## src/rtl/life_sequencer_pkg.sv

```systemverilog
// Shared definitions for the life sequencer: grid width and the one-hot
// state encoding used by the sequencer FSM.
package life_pkg;

    localparam int GRID_W = 64;

    typedef enum logic [4:0] {
        ST_IDLE  = 5'b00001,
        ST_LOAD  = 5'b00010,
        ST_RUN   = 5'b00100,
        ST_PAUSE = 5'b01000,
        ST_HALT  = 5'b10000
    } state_t;

endpackage

```

## src/rtl/life_sequencer_if.sv

```systemverilog
// Control, seed and generation bus between the life sequencer and its
// controller / evolve datapath.
interface life_sequencer_if #(
    parameter int PERIOD_W = 8,
    parameter int GEN_W    = 16
) ();
    import life_pkg::*;

    logic                start;
    logic                pause;
    logic                step;
    logic                clear;
    logic [GRID_W-1:0]   seed;
    logic [PERIOD_W-1:0] period;
    logic [GRID_W-1:0]   grid_evolve;
    logic [GRID_W-1:0]   grid;
    logic [GEN_W-1:0]    gen_count;
    logic                update;
    logic                running;
    logic                paused;
    logic                halted;
    logic                stable;
    logic                extinct;

    modport master (
        output start, pause, step, clear, seed, period, grid_evolve,
        input  grid, gen_count, update, running, paused, halted, stable, extinct
    );

    modport slave (
        input  start, pause, step, clear, seed, period, grid_evolve,
        output grid, gen_count, update, running, paused, halted, stable, extinct
    );

endinterface

```

## src/rtl/life_sequencer_gen_timer.sv

```systemverilog
// Generation tick timer: counts clocks while running, holds otherwise, and
// flags the cycle in which a generation is due.
module gen_timer #(
    parameter int PERIOD_W = 8
) (
    input  logic                clk,
    input  logic                reset,
    input  logic                clear,
    input  logic                run,
    input  logic [PERIOD_W-1:0] period,
    output logic                tick
);

    logic [PERIOD_W-1:0] count_q;
    logic [PERIOD_W-1:0] limit;

    // A zero period behaves like one; the >= compare lets a shortened
    // period fire immediately instead of wrapping the counter.
    assign limit = (period == '0) ? '0 : period - PERIOD_W'(1);
    assign tick  = run && (count_q >= limit);

    always_ff @(posedge clk or negedge reset) begin
        if (!reset) begin
            count_q <= '0;
        end else if (clear) begin
            count_q <= '0;
        end else if (run) begin
            count_q <= tick ? '0 : count_q + PERIOD_W'(1);
        end
    end

endmodule

```

## src/rtl/life_sequencer.sv

```systemverilog
// Game-of-life generation sequencer: loads a seed, commits generations from
// an external evolve datapath on a timer or single-step, and halts on a cause.
module life_sequencer
    import life_pkg::*;
#(
    parameter int PERIOD_W = 8,
    parameter int GEN_W    = 16
) (
    input  logic            clk,
    input  logic            reset,
    life_sequencer_if.slave bus
);

    state_t            state_q;
    state_t            state_d;

    logic [GRID_W-1:0] grid_q;
    logic [GEN_W-1:0]  gen_q;
    logic              update_q;
    logic              stable_q;
    logic              extinct_q;

    logic              tick;
    logic              timer_clear;
    logic              timer_run;
    logic              load_en;
    logic              commit_en;
    logic              running;
    logic              paused;
    logic              halted;

    logic              evolve_same;
    logic              evolve_empty;
    logic [GEN_W-1:0]  gen_next;
    logic              gen_full;
    logic              halt_cond;

    assign evolve_same  = (bus.grid_evolve == grid_q);
    assign evolve_empty = (bus.grid_evolve == '0);
    assign gen_next     = (gen_q == '1) ? gen_q : gen_q + GEN_W'(1);
    assign gen_full     = (gen_next == '1);
    assign halt_cond    = evolve_same || evolve_empty || gen_full;

    gen_timer #(
        .PERIOD_W (PERIOD_W)
    ) u_gen_timer (
        .clk    (clk),
        .reset  (reset),
        .clear  (timer_clear),
        .run    (timer_run),
        .period (bus.period),
        .tick   (tick)
    );

    always_ff @(posedge clk or negedge reset) begin
        if (!reset) begin
            state_q <= ST_IDLE;
        end else begin
            state_q <= state_d;
        end
    end

    // Per-cycle priority is clear, then pause, then start, then step, then tick.
    always_comb begin
        state_d   = state_q;
        commit_en = 1'b0;
        if (bus.clear) begin
            state_d = ST_IDLE;
        end else begin
            case (state_q)
                ST_IDLE: begin
                    if (bus.start) state_d = ST_LOAD;
                end
                ST_LOAD: begin
                    state_d = ST_RUN;
                end
                ST_RUN: begin
                    if (bus.pause) begin
                        state_d = ST_PAUSE;
                    end else if (tick) begin
                        commit_en = 1'b1;
                        if (halt_cond) state_d = ST_HALT;
                    end
                end
                ST_PAUSE: begin
                    if (!bus.pause) begin
                        if (bus.start) begin
                            state_d = ST_RUN;
                        end else if (bus.step) begin
                            commit_en = 1'b1;
                            if (halt_cond) state_d = ST_HALT;
                        end
                    end
                end
                ST_HALT: begin
                    if (bus.start) state_d = ST_LOAD;
                end
                default: state_d = ST_IDLE;
            endcase
        end
    end

    always_comb begin
        running     = 1'b0;
        paused      = 1'b0;
        halted      = 1'b0;
        load_en     = 1'b0;
        timer_clear = 1'b0;
        timer_run   = 1'b0;
        case (state_q)
            ST_IDLE: begin
                timer_clear = 1'b1;
            end
            ST_LOAD: begin
                timer_clear = 1'b1;
                load_en     = !bus.clear;
            end
            ST_RUN: begin
                running   = 1'b1;
                timer_run = !bus.clear && !bus.pause;
            end
            ST_PAUSE: begin
                paused = 1'b1;
            end
            ST_HALT: begin
                halted = 1'b1;
            end
            default: begin
                timer_clear = 1'b1;
            end
        endcase
        if (bus.clear) timer_clear = 1'b1;
    end

    // A stable commit leaves grid and count untouched, so it raises no update.
    always_ff @(posedge clk or negedge reset) begin
        if (!reset) begin
            grid_q    <= '0;
            gen_q     <= '0;
            update_q  <= 1'b0;
            stable_q  <= 1'b0;
            extinct_q <= 1'b0;
        end else begin
            update_q <= 1'b0;
            if (bus.clear) begin
                grid_q    <= '0;
                gen_q     <= '0;
                stable_q  <= 1'b0;
                extinct_q <= 1'b0;
            end else if (load_en) begin
                grid_q    <= bus.seed;
                gen_q     <= '0;
                stable_q  <= 1'b0;
                extinct_q <= 1'b0;
                update_q  <= 1'b1;
            end else if (commit_en) begin
                if (evolve_same) begin
                    stable_q <= 1'b1;
                end else begin
                    grid_q   <= bus.grid_evolve;
                    gen_q    <= gen_next;
                    update_q <= 1'b1;
                    if (evolve_empty) extinct_q <= 1'b1;
                end
            end
        end
    end

    assign bus.grid      = grid_q;
    assign bus.gen_count = gen_q;
    assign bus.update    = update_q;
    assign bus.running   = running;
    assign bus.paused    = paused;
    assign bus.halted    = halted;
    assign bus.stable    = stable_q;
    assign bus.extinct   = extinct_q;

endmodule

```

## src/flat_wrapper.sv

```systemverilog
// flat-port wrapper written by rule: the top's interface ports become plain ports
module life_sequencer_flat import life_pkg::*;
#(
    parameter int PERIOD_W = 8,
    parameter int GEN_W    = 16
)
  (clk, reset, bus_start, bus_pause, bus_step, bus_clear, bus_seed, bus_period, bus_grid_evolve, bus_grid, bus_gen_count, bus_update, bus_running, bus_paused, bus_halted, bus_stable, bus_extinct);
  life_sequencer_if #(.PERIOD_W(PERIOD_W), .GEN_W(GEN_W)) bus_i ();
  input  logic clk;
  input  logic reset;
  input wire logic [$bits(bus_i.start)-1:0] bus_start;
  input wire logic [$bits(bus_i.pause)-1:0] bus_pause;
  input wire logic [$bits(bus_i.step)-1:0] bus_step;
  input wire logic [$bits(bus_i.clear)-1:0] bus_clear;
  input wire logic [$bits(bus_i.seed)-1:0] bus_seed;
  input wire logic [$bits(bus_i.period)-1:0] bus_period;
  input wire logic [$bits(bus_i.grid_evolve)-1:0] bus_grid_evolve;
  output wire logic [$bits(bus_i.grid)-1:0] bus_grid;
  output wire logic [$bits(bus_i.gen_count)-1:0] bus_gen_count;
  output wire logic [$bits(bus_i.update)-1:0] bus_update;
  output wire logic [$bits(bus_i.running)-1:0] bus_running;
  output wire logic [$bits(bus_i.paused)-1:0] bus_paused;
  output wire logic [$bits(bus_i.halted)-1:0] bus_halted;
  output wire logic [$bits(bus_i.stable)-1:0] bus_stable;
  output wire logic [$bits(bus_i.extinct)-1:0] bus_extinct;
  assign bus_i.start = bus_start;
  assign bus_i.pause = bus_pause;
  assign bus_i.step = bus_step;
  assign bus_i.clear = bus_clear;
  assign bus_i.seed = bus_seed;
  assign bus_i.period = bus_period;
  assign bus_i.grid_evolve = bus_grid_evolve;
  assign bus_grid = bus_i.grid;
  assign bus_gen_count = bus_i.gen_count;
  assign bus_update = bus_i.update;
  assign bus_running = bus_i.running;
  assign bus_paused = bus_i.paused;
  assign bus_halted = bus_i.halted;
  assign bus_stable = bus_i.stable;
  assign bus_extinct = bus_i.extinct;
  life_sequencer #(.PERIOD_W(PERIOD_W), .GEN_W(GEN_W)) u_core (.clk(clk), .reset(reset), .bus(bus_i));
endmodule
```

## config.mk

```make
export PLATFORM = sky130hd
export DESIGN_NAME = life_sequencer_flat
export DESIGN_NICKNAME = d
export VERILOG_FILES = /design/src/rtl/life_sequencer_pkg.sv /design/src/rtl/life_sequencer_if.sv /design/src/rtl/life_sequencer_gen_timer.sv /design/src/rtl/life_sequencer.sv /design/src/flat_wrapper.sv
export SDC_FILE = /design/constraint.sdc
export NUM_CORES = 1
export LEC_CHECK = 0
export ABC_AREA = 1
export BUFFER_PORTS_ARGS = -buffer_cell sky130_fd_sc_hd__buf_4
export CORE_MARGIN = 2
export CORE_UTILIZATION = 30
export DETAILED_ROUTE_END_ITERATION = 8
export PLACE_DENSITY = 0.54
export SLEW_MARGIN = 5
export SYNTH_ARGS = -nofsm -noshare
export SYNTH_HDL_FRONTEND = slang
export SYNTH_SLANG_ARGS = --single-unit
export TNS_END_PERCENT = 50
```

## constraint.sdc

```tcl
create_clock -name clk -period 2.1 [get_ports clk]
set_input_delay 0.105 -clock clk [delete_from_list [all_inputs] [get_ports clk]]
set_output_delay 0.105 -clock clk [all_outputs]
set_load 0.02 [all_outputs]
```

== After elaboration in Yosys (flattened, before gate mapping) ==
Cells that the tools add are included.
Storage, ports and cells
  bits of input ports: 142
  bits in writable memories: 0
  memories: 0
  output and inout bits: 86
  latch bits: 0
  memory bits (read-only): 0
  register bits after elaboration: 96
Operators by class
  add/subtract/negate cells: 3
  muxes and demuxes: 49
  $mul: 0
  shift-type cells: 0
  equality and inequality tests: 13
  reduce and logical (&&, ||, !) cells: 18
  divide/modulo/power cells: 0
  bitwise gates (word level): 0
  order comparisons: 1
Operators with widths (number)
  2-to-1 mux 64 bit: 4
  2-to-1 mux 16 bit: 5
  == test 64 bit: 1
  zero test 64 bit: 1
  2-to-1 mux 5 bit: 8
  == test 16 bit (second input constant): 2
  2-to-1 mux 8 bit: 4
  2-to-1 mux 1 bit: 26
  case mux 5 bit (4 select lines): 1
  adder 16 x 1 -> 16 bit (second input constant): 1
  nonzero test 3 bit: 3
  adder 8 x 1 -> 8 bit (second input constant): 1
  >= comparator 8 bit: 1
  zero test 8 bit: 1
  != test 4 bit (second input constant): 2
  subtractor 8 x 1 -> 8 bit (second input constant): 1
  == test 5 x 1 -> 1 bit (second input constant): 1
  == test 5 x 2 -> 1 bit (second input constant): 1
  == test 5 x 3 -> 1 bit (second input constant): 1
  == test 5 x 4 -> 1 bit (second input constant): 1
  == test 5 bit (second input constant): 1
  AND reduction 2 bit: 2
  AND reduction 4 bit: 1
  != test 3 x 1 -> 1 bit (second input constant): 1
  10 further kinds: 13

== Logic depth before layout (Yosys ltp) ==
  depth in word-level cells: 11
  mapped depth: 20
  depth with buffers taken out: 19

== Cells and area by module ==
Synthesis repeated with hierarchy kept, for this count alone.
Unflattened totals
  cells, all modules: 998
  area total of the unflattened synthesis: 6975.4 um2
Modules (own cells, without submodules)
  life_sequencer: area an instance 6110.9 um2, times used 1, cells each 861
  gen_timer: area an instance 864.6 um2, times used 1, cells each 137

== Worst setup path before layout ==
OpenSTA, ideal clock, no wires.
  kind: input to register
  start point: in bus_period[0]
  end point: reg u_core.grid_q[43] (netlist: u_core.bus.grid[43])
  path slack: -284 ps
  data arrival time: 2267 ps
  library setup time: 117 ps
  data required time: 1983 ps
  stages: 20
  path buffers: 2
  cell sequence: inv_1 ha_1 nand2_1 inv_1 nand2_1 nand2_1 o31ai_1 o41ai_1 ha_1 nand2_1 nor2_1 nand4_1 o2111ai_1 nand3_1 nand2_2 nand2_4 buf_6 buf_6 nand3_1 nand2_1
Between the ends
  word-level cells in the longest chain between the ends: 10
  elaborated cells between the ends (all ways): 11
  classes of those cells: 1 x add/sub; 1 x order compare; 5 x mux; 4 x reduce/logical
RTL lines
  start, declared: line flat_wrapper.sv:16  | input wire logic [$bits(bus_i.period)-1:0] bus_period;
  subtractor 8 x 1 -> 8 bit / zero test 8 bit (equally long branches): line life_sequencer_gen_timer.sv:19  | assign limit = (period == '0) ? '0 : period - PERIOD_W'(1);
  2-to-1 mux 8 bit (*): line life_sequencer_gen_timer.sv:19
  >= comparator 8 bit (*): line life_sequencer_gen_timer.sv:20  | assign tick = run && (count_q >= limit);
  logical AND 1 bit (*): line life_sequencer_gen_timer.sv:20
  2-to-1 mux 1 bit (*): line life_sequencer.sv:80  | end else if (tick) begin
  2-to-1 mux 1 bit (*): line life_sequencer.sv:78  | if (bus.pause) begin
  case mux 1 bit (2 select lines) (*): line life_sequencer.sv:70  | case (state_q)
  2-to-1 mux 1 bit (*): line life_sequencer.sv:67  | if (bus.clear) begin
  nonzero test 3 bit (no line) (*)
  AND reduction 2 bit (no line) (*)
  end signal, assigned: line life_sequencer.sv:151  | grid_q <= bus.seed;
  end signal, assigned: line life_sequencer.sv:160  | grid_q <= bus.grid_evolve;
  end, declared: line life_sequencer.sv:17  | logic [GRID_W-1:0] grid_q;
Every way passes the cells marked *; elsewhere a longest branch is shown, timed or not.
A chain may end at the register's enable or synchronous reset.

== Worst setup path after layout ==
  start point: in bus_period[2]
  end point: reg u_core.grid_q[31] (netlist: u_core.bus.grid[31])
Same word-level chain as after synthesis.

==> results.yml <==
outcome:
  status: "finished, violations left"
  violations: "setup timing"
die:
  coreArea_um2: 21960
  start_util: 0.3076
  fp.dieW_um: 154.0
  dieArea_um2: 23730
  chipHeight_um: 154.0
  row_count: 54
  boundaryPins: 228
power_and_ir_drop:
  power.leakage_nw: 5.031
  p_total_mw: 6.350
  powerDensity_nw_per_um2: 607.9
  vdd.ir_drop.worst_mv: 0.3384
critical_path:
  worstSetupEndpointType: "flip-flop"
  critPathMaxFanout: 5
  crit_chain: "buf_4 > nor2_4 > nand4_1 > buf_4 > o41ai_2 > ha_1 > nand2_2 > nor2_4 > nand4_1 > o2111ai_2 > nand3_2 > nand2_2 > nand2_4 > nand2_8 > buf_8 > clkbuf_16 > nand2_1 > o21ai_1"
  slowest_stage: "ha_1"
  arrival_ns: 2.39
  reg2reg_from: "u_core.bus.grid[7]$_DFFE_PN0P_"
  worstPathRequired_ns: 2.35
  critPathMaxStageDelay_ns: 0.30
  crit_type: "in -> reg"
  setup.worst_path.start: "bus_period[2]"
  cp-start-kind: "input pin"
finish:
  stdcell_count: 1497
  fin_area_um2: 10450
  regArea_um2: 2407
  nets: 1365
  fin_util: 0.4757
  fillers: 2211
  drive_gt1_frac: 0.3763
  antennaDiodeCount: 0
  multi_input_area_um2: 4345
  syn2layout_area_growth_pct: 54.65
global_routing:
  overflow: 0
  grt_max_degree: 44
  grt_pass1_wl_um: 37940
  grtUsageTotal: 0.2023
  grt_pass1_vias: 7080
  antenna_found_initial: 0
logic_synthesis:
  avgSynthCellArea_um2: 7.185
  synth_nets: 1093
  yosysTopAreaCell: "dfrtp_1"
  syn_area_um2: 6754
  synth_cells: 940
  synth_top_area_share: 0.3520
  synth-seq-cells: 96
  yosysWarningCount: 0
  ys_types: 40
  yosys-top-cells-area: "dfrtp_1 (35%), nand2_1 (18%), xnor2_1 (7.5%)"
  seq_area_frac_synth: 0.3559
clock_network:
  cts_buffers: 9
  clk_path_buf_depth: 2
  htreeDepth: 3
  clk_latency_ns: 0.36
  clk_pin_slew_ns: 0.07
  clock-sinks: 96
  cts_root_buf: "clkbuf_16"
  cts_tree: "built"
sta:
  hold_slack_ns: 0.05385
  tns_ns: -1.127
  max_slew_margin: 0.5783
  max_freq_mhz: 466.1
  period_share: 1.022
  tightestPinTransition_ns: 0.6326
  slew_violations: 0
  rsz0062_at_grt: "true"
  setup_viol: 62
  finalCriticalPeriod_ns: 2.145
  hold_viol_final: 0
  fin_ws_ns: -0.04527
  finalClockSkew_ns: 0.007674
drt:
  dr_total_vias: 7276
  drtAntennaViolNets: 0
  via_per_inst: 4.860
  drt_first_iter_violations: 260
  routedWlPerCell_um: 16.60
  drt_pre_antenna_iters: 4
  drc_errors: 0
  postRouteWirelength_um: 24860
min_path:
  hold_class: "in -> reg"
  hold_start: "bus_seed[13]"
place:
  place_inst: 1453
  placed_cell_area_um2: 9107
  place.gp.congestion: 0.8492
  place_ws_ns: -0.5866
  io_buffers: 227
  hpwl_um: 17370
job:
  drv_cap: 0
==> registers in the layout (all words and copies together) (netlist names) <==
name	cells
u_core.bus.grid	64
u_core.bus.gen_count	16
u_core.u_gen_timer.count_q	8
u_core.state_q	5
u_core.bus.extinct	1
u_core.bus.stable	1
u_core.bus.update	1
==> worst paths after layout <==
| check | endpoint | cells past startpoint | slack [ns] |
|---|---|---|---|
| worst min-delay path | u_core.bus.grid[13]$_DFFE_PN0P_ | 5 | 0.05 |
| max in group asynchronous | u_core.state_q[0]$_DFFE_PN1P_ | 3 | 1.11 |
| min in group asynchronous | u_core.bus.gen_count[0]$_DFFE_PN0P_ | 2 | 0.31 |
| worst max-delay path | u_core.bus.grid[31]$_DFFE_PN0P_ | 18 | -0.05 |
| worst min register to register | u_core.state_q[0]$_DFFE_PN1P_ | 2 | 0.50 |
| worst max register to register | u_core.bus.grid[31]$_DFFE_PN0P_ | 14 | 0.02 |
==> synthesized netlist by cell type, drive strengths merged <==
master   number
inv          71
nor3         15
xor2          4
o41ai         1
nand4        14
a31oi         1
o21bai        2
a22o         45
o21a          1
dfrtp        95
a211oi        4
a21oi        25
buf          34
nor4         15
a22oi         1
xnor2        58
mux2i         1
and3          1
and2          1
clkbuf        6
o31ai         1
o2111ai       1
o21ai        38
ha           11
nor2         67
nand2       335
nand3        91
dfstp         1
==> report_power, final <==
group | internal [mW] | switching, mW
Sequential | 2.06 | 0.242
Clock | 0.962 | 0.788
Combinational | 1.10 | 1.20
==> layer usage <==
metal / share of wire / global-route usage
met5: 0 / 0
met4: 0.021 / 0.06231
met3: 0.054 / 0.04200
met2: 0.47 / 0.3261
met1: 0.46 / 0.2729
==> kinds of logic (layout without fill, tap and decap cells) <==
logic type / count (synthesis) / after routing / share of synthesized area
AND/OR/NAND/NOR: 539 / 539 / 0.3462
AO/OA/AOI/OAI: 120 / 120 / 0.1186
buffers and inverters: 111 / 388 / 0.07707
flip-flops: 96 / 96 / 0.3559
XOR/XNOR: 62 / 62 / 0.08040
adder cells (fa/ha/maj): 11 / 11 / 0.02038
multiplexers: 1 / 1 / 0.001482
==> layout make-up <==
cell class,instances,area share
Clock buffer,10,0.02288
Clock inverter,6,0.006469
Inverter,71,0.02791
Multi-Input combinational cell,733,0.4160
Sequential cell,96,0.2305
Tap cell,280,0.03354
Timing Repair Buffer,301,0.2627
==> worst max-delay path: cells and delay by family <==
family	cells	cell delay, ns
AO/OA/AOI/OAI	3	0.38
AND/OR/NAND/NOR	10	0.95
adder cells (fa/ha/maj)	1	0.30
buffers and inverters	4	0.65
==> cells in the final DEF, fill, tap and decap left out, types with 3 or more instances in the layout <==
master     netlist  routed
a211oi_1         4       4
a21oi_1         25      21
a21oi_2          0       4
a22o_1          45      45
buf_12           0      12
buf_16           0       9
buf_4            8     266
buf_6            7       3
clkbuf_16        0      16
dfrtp_1         95      92
dfrtp_2          0       3
ha_1            11       6
ha_4             0       4
inv_1           63      60
inv_2            8       7
nand2_1        331     270
nand2_2          1      48
nand2_4          3      16
nand3_1         91      67
nand3_2          0      24
nand4_1         12      12
nor2_1          56      47
nor2_2           7      12
nor2_4           4       8
nor3_1          14      14
nor4_1          15      15
o21ai_0         24      22
o21ai_1         14      15
xnor2_1         58      55
xnor2_2          0       3
xor2_1           4       4
==> repair_timing <==
| action | CTS | global route |
|---|---|---|
| resized for setup | 23 | 120 |
| pin swaps | 9 | 18 |
| endpoints found under the setup margin | 89 | 95 |
| hold buffers | 2 | 0 |
| setup buffers | 10 | 3 |
| gates cloned | 8 | 8 |
| endpoints found under the hold margin | 40 | 0 |
Note: power is estimated with default switching activity, not from simulation.
